$ cat src/rtl/mc_ctrl_fsm.sv
// Multicycle control FSM: sequences FETCH/DECODE/EXEC/MEM/WB and drives datapath strobes and mux selects.
// Optional feature macro: ILLEGAL_TRAP_EN (illegal opcodes trap instead of executing as NOP).
module mc_ctrl_fsm #(
  parameter int N_SEL    = 2,
  parameter int WAIT_MAX = 8
) (
  input  logic             clk,
  input  logic             rst,
  input  logic [3:0]       opcode,
  input  logic             zero,
  input  logic             mem_ready,
  output logic             mem_re,
  output logic             mem_we,
  output logic             ir_we,
  output logic             pc_we,
  output logic             rf_we,
  output logic [N_SEL-1:0] pc_sel,
  output logic [N_SEL-1:0] alu_a_sel,
  output logic [N_SEL-1:0] alu_b_sel,
  output logic [N_SEL-1:0] wb_sel,
  output logic [2:0]       state,
  output logic             halted,
  output logic             bus_err,
  output logic             trap
);

  typedef enum logic [2:0] {
    S_FETCH  = 3'd0,
    S_DECODE = 3'd1,
    S_EXEC   = 3'd2,
    S_MEM    = 3'd3,
    S_WB     = 3'd4,
    S_HALT   = 3'd5,
    S_TRAP   = 3'd6
  } state_e;

  localparam logic [3:0] OP_R    = 4'b0000;
  localparam logic [3:0] OP_I    = 4'b0001;
  localparam logic [3:0] OP_LW   = 4'b0010;
  localparam logic [3:0] OP_SW   = 4'b0011;
  localparam logic [3:0] OP_BEQ  = 4'b0100;
  localparam logic [3:0] OP_BNE  = 4'b0101;
  localparam logic [3:0] OP_JAL  = 4'b0110;
  localparam logic [3:0] OP_HALT = 4'b1111;

  localparam logic [N_SEL-1:0] SEL_0 = '0;
  localparam logic [N_SEL-1:0] SEL_1 = N_SEL'(1);
  localparam logic [N_SEL-1:0] SEL_2 = N_SEL'(2);

  localparam int               CNT_W     = (WAIT_MAX > 1) ? $clog2(WAIT_MAX) : 1;
  localparam logic [CNT_W-1:0] WAIT_LAST = CNT_W'(WAIT_MAX - 1);

  state_e           state_q, state_d;
  logic [CNT_W-1:0] wait_cnt_q, wait_cnt_d;
  logic             bus_err_q, bus_err_d;
  logic             mem_phase;
  logic             timeout;
  logic             op_legal;

  // NOTE: every register is written with <= so all state updates see pre-edge values.
  always_ff @(posedge clk or posedge rst) begin
    if (rst) begin
      state_q    <= S_FETCH;
      wait_cnt_q <= '0;
      bus_err_q  <= 1'b0;
    end else begin
      state_q    <= state_d;
      wait_cnt_q <= wait_cnt_d;
      bus_err_q  <= bus_err_d;
    end
  end

  always_comb begin
    op_legal  = opcode inside {OP_R, OP_I, OP_LW, OP_SW, OP_BEQ, OP_BNE, OP_JAL, OP_HALT};
    mem_phase = (state_q == S_FETCH) || (state_q == S_MEM);
    timeout   = mem_phase && !mem_ready && (wait_cnt_q == WAIT_LAST);
  end

  // NOTE: each output of a combinational block gets a default first, so no path can infer a latch.
  always_comb begin
    state_d    = state_q;
    bus_err_d  = bus_err_q;
    wait_cnt_d = (mem_phase && !mem_ready) ? wait_cnt_q + CNT_W'(1) : '0;
    case (state_q)
      S_FETCH:  if (mem_ready) state_d = S_DECODE;
      S_DECODE: begin
        if (opcode == OP_HALT) begin
          state_d = S_HALT;
        end else if (!op_legal) begin
`ifdef ILLEGAL_TRAP_EN
          state_d = S_TRAP;
`else
          state_d = S_FETCH;
`endif
        end else begin
          state_d = S_EXEC;
        end
      end
      S_EXEC: begin
        case (opcode)
          OP_R, OP_I, OP_JAL: state_d = S_WB;
          OP_LW, OP_SW:       state_d = S_MEM;
          default:            state_d = S_FETCH;
        endcase
      end
      S_MEM:    if (mem_ready) state_d = (opcode == OP_LW) ? S_WB : S_FETCH;
      S_WB:     state_d = S_FETCH;
      S_HALT,
      S_TRAP:   state_d = state_q;
      default:  state_d = S_FETCH;
    endcase
    // A stalled memory access that exhausts its budget overrides any other transition.
    if (timeout) begin
      state_d    = S_HALT;
      bus_err_d  = 1'b1;
      wait_cnt_d = '0;
    end
  end

  always_comb begin
    mem_re    = 1'b0;
    mem_we    = 1'b0;
    ir_we     = 1'b0;
    pc_we     = 1'b0;
    rf_we     = 1'b0;
    pc_sel    = SEL_0;
    alu_a_sel = SEL_0;
    alu_b_sel = SEL_0;
    wb_sel    = SEL_0;
    // Strobes are gated by rst so they drop the instant reset asserts, not at the next edge.
    if (!rst) begin
      case (state_q)
        S_FETCH: begin
          mem_re = 1'b1;
          ir_we  = mem_ready;
          pc_we  = mem_ready;
        end
        S_DECODE: alu_b_sel = SEL_2;
        S_EXEC: begin
          case (opcode)
            OP_R: begin
              alu_a_sel = SEL_1;
              alu_b_sel = SEL_1;
            end
            OP_I, OP_LW, OP_SW: begin
              alu_a_sel = SEL_1;
              alu_b_sel = SEL_2;
            end
            OP_BEQ, OP_BNE: begin
              alu_a_sel = SEL_1;
              alu_b_sel = SEL_1;
              pc_sel    = SEL_1;
              pc_we     = (opcode == OP_BEQ) ? zero : !zero;
            end
            OP_JAL: begin
              pc_sel = SEL_1;
              pc_we  = 1'b1;
            end
            default: ;
          endcase
        end
        S_MEM: begin
          mem_re = (opcode == OP_LW);
          mem_we = (opcode == OP_SW);
        end
        S_WB: begin
          rf_we = 1'b1;
          if (opcode == OP_LW)       wb_sel = SEL_1;
          else if (opcode == OP_JAL) wb_sel = SEL_2;
        end
        default: ;
      endcase
    end
  end

  always_comb begin
    state   = state_q;
    halted  = (state_q == S_HALT) || (state_q == S_TRAP);
    bus_err = bus_err_q;
`ifdef ILLEGAL_TRAP_EN
    trap    = (state_q == S_TRAP);
`else
    trap    = 1'b0;
`endif
  end

endmodule
$ cat config.mk
export PLATFORM = sky130hd
export DESIGN_NAME = mc_ctrl_fsm
export DESIGN_NICKNAME = d
export VERILOG_FILES = /design/src/rtl/mc_ctrl_fsm.sv
export SDC_FILE = /design/constraint.sdc
export NUM_CORES = 1
export LEC_CHECK = 0
export BUFFER_PORTS_ARGS = -buffer_cell sky130_fd_sc_hd__buf_4
export CAP_MARGIN = 40
export CELL_PAD_IN_SITES_DETAIL_PLACEMENT = 0
export CELL_PAD_IN_SITES_GLOBAL_PLACEMENT = 1
export CORE_ASPECT_RATIO = 1.4
export CORE_MARGIN = 2
export CORE_UTILIZATION = 30
export CTS_CLUSTER_SIZE = 16
export DETAILED_ROUTE_END_ITERATION = 10
export MAX_ROUTING_LAYER = met4
export PLACE_DENSITY_LB_ADDON = 0.1
export REMOVE_ABC_BUFFERS = 1
export SLEW_MARGIN = 25
export SYNTH_ARGS = -nofsm -noshare
export SYNTH_HDL_FRONTEND = slang
export SYNTH_SLANG_ARGS = --single-unit
$ cat constraint.sdc
create_clock -name clk -period 1.2 [get_ports clk]
set_clock_uncertainty 0.05 [all_clocks]
set_input_delay 0.12 -clock clk [delete_from_list [all_inputs] [get_ports clk]]
set_output_delay 0.12 -clock clk [all_outputs]
set_load 0.02 [all_outputs]
==> impl_results.md <==
* Status: finished with violations
* Failing checks: setup timing
* Final ANT Viol Nets at 0
* Routed WL at around 2300 um
* Area leader, netlist: dfrtp_1
* Tot GR Track Use at 0.194
* Startpoint Class: flip-flop
* Storage cell area at 178 um^2
* # clock sinks at 7
* Ranking of synthesized cells by area: dfrtp_1 (26%), nor4_4 (6.4%), nor3_1 (4.5%)
* Max Cap Violations at 0
* Final #Nets at 142
* Hold/Removal Path Class: in2reg
* Initial Util at 0.310
* Die Y at 59.8 um
* WL per Instance at 15.2 um
* Worst Setup End Kind: output pin
* Fin crit period at 1700 ps
* Setup CP Type: reg2out
* Pwr Density at between 1500 and 2000 nW/um^2
* First-pass GRT wire length at 3670 um
* Fmax achieved at 0.589 GHz
* CP arrival at between 1500 and 2000 ps
* Register area share after synthesis at 0.262
* I/O pins at 27
* Rows at 20
* Initial antenna violation count at 0
* Chip width at 43.9 um
* #FFs+latches synth at 7
* Vias per cell at just over 5
* Yosys cell types at 37
* Tcrit/Tclk final at 1.42
* 1st-pass router iterations at 2
* Setup violators final at 21
* CTS Buf Count at 3
* Clock transition at the registers of the reported paths at 50 ps
* GPL Wtd Cong at 0.759
* Clock Path Buffers at 2
* Clock latency on the worst-skew pair at 240 ps
* Fillers at ~210
* Ys async rst share at 1.00
* Worst Path Max Fanout at 4
* Multi-input gate area at 541 um^2
* Pleak at 0.600 nW
* Hold Slack at 239 ps
* RSZ-0062 raised after global routing: true
* Core Area at 2150 um^2
* Final count of hold timing violations at 0
* R2R setup slack at -450 ps
* Peak supply drop at 0.000910 V
* Number of global-route vias before repair at a little over 800
* Synth Cell Area at 668 um^2
* Vias at 781
* Most used DFF post-synth: dfrtp_1
* Average cell area after synthesis at 8.57 um^2
* Post-synth top cells: dfrtp_1 (7), nor2_1 (7), nor3_1 (6), nand2_1 (5), a21oi_1 (4)
* Top cell type's share of synthesized area at 0.262
* Htree depth at 1
* Largest net degree at the start of global routing at 13
* Final worst slack at -499 ps
* Share of cells above drive strength 1 at 0.672
* Mapped Cells at between 70 and 80
* Setup TNS at -8070 ps
* CTS Root Cell: clkbuf_4
* Number of enable flip-flop cells after synthesis at 0
* GRT overflow at 0
* Ant diodes at 0
* Final Max Slew Viols at 0
* CTS tree: built
* Synthesis Warnings at 0
* Synth-to-Final Area Change at 91.9%
* HPWL Detailed at 1550 um
* Residual DRC count at 0
* Initial DRC count at 11
* Worst path required time at around 1000 ps
* Port Buf Inserts at 23
* Die area at 2630 um^2
[power by group]
part           switching, mW  internal, mW  total, mW
sequential            0.0753         0.310      0.385
clock                 0.0786         0.126      0.205
combinational          0.803         0.950       1.75
[what timing repair did]
item                                    CTS  global route
hold buffers                              1             0
pin swaps                                13             5
endpoints found under the setup margin   22            22
resized for setup                        27            24
setup buffers                             7             5
endpoints found under the hold margin     7             0
[worst paths after layout]
path | startpoint | end | depth (start not counted)
worst max-delay path | state[1] | mem_re | 8
worst min-delay path | opcode[3] | state[2] | 4
worst max register to register | state[1] | wait_cnt_q[2] | 7
worst min register to register | bus_err | bus_err | 1
max in group asynchronous | rst | state[0] | 4
min in group asynchronous | rst | state[2] | 4
[area by class of cell]
class	count	area share
flip-flops and latches	7	0.139
clock buffers	4	0.0205
multi-input cells	62	0.421
well taps	22	0.0215
repair buffers	54	0.386
inverters	4	0.0117
[layout by cell type (no fill, tap or decap), types with 2 or more instances in the layout]
master	Yosys	final
a21oi_2	0	3
and2_1	3	3
and2b_2	1	2
buf_4	3	32
buf_6	1	20
clkbuf_4	0	3
conb_1	1	3
dfrtp_1	7	5
dfrtp_2	0	2
inv_1	3	2
inv_2	1	2
nand2_1	5	2
nand2_2	0	2
nand3_1	3	2
nor2_1	7	4
nor2_4	0	3
nor3_1	6	2
nor3_2	1	4
nor4_4	2	2
o21a_1	3	3
o21ai_0	3	3
[worst max-delay path: stages (launching register included)]
cell,delay (ps)
dfrtp_1,390
buf_4,140
buf_6,120
buf_4,140
buf_6,110
nand2_4,50
nor3_2,40
o21a_1,170
buf_6,130
[state kept, by name, indices dropped and copies added (netlist names)]
| signal | flops |
|---|---|
| bus_err | 1 |
| state | 3 |
| wait_cnt_q | 3 |
[cell families (layout without fill, tap and decap cells)]
kind of cell | after synthesis | after routing | synth area share
buf+inv | 11 | 62 | 0.120
fa+ha+maj | 2 | 2 | 0.0374
xor+xnor | 1 | 1 | 0.0131
simple gates | 41 | 41 | 0.408
compound gates | 15 | 15 | 0.154
flops | 7 | 7 | 0.262
other cells | 1 | 3 | 0.00561
[stage by stage]
stage	total power, mW	utilization	instances	setup WS (ps)	area, um^2
detailed placement	1.49	0.443	137	-274	953
global route	2.50	0.596	153	-572	1280
CTS	2.06	0.541	149	-448	1160
global placement	1.49	0.443	137	-283	953
finish	2.34	0.596	153	-499	1280
floorplan	0.961	-	73	-516	611
[routing by layer]
| layer | routed length (um) | up-vias | global-route usage |
|---|---|---|---|
| met4 | 32 | 0 | 0.0693 |
| met1 | 869 | 379 | 0.196 |
| met5 | 0 | - | - |
| li1 | - | 380 | - |
| met2 | 1330 | 18 | 0.363 |
| met3 | 94 | 4 | 0.0332 |
No activity file was read; power rests on OpenSTA's default activity.
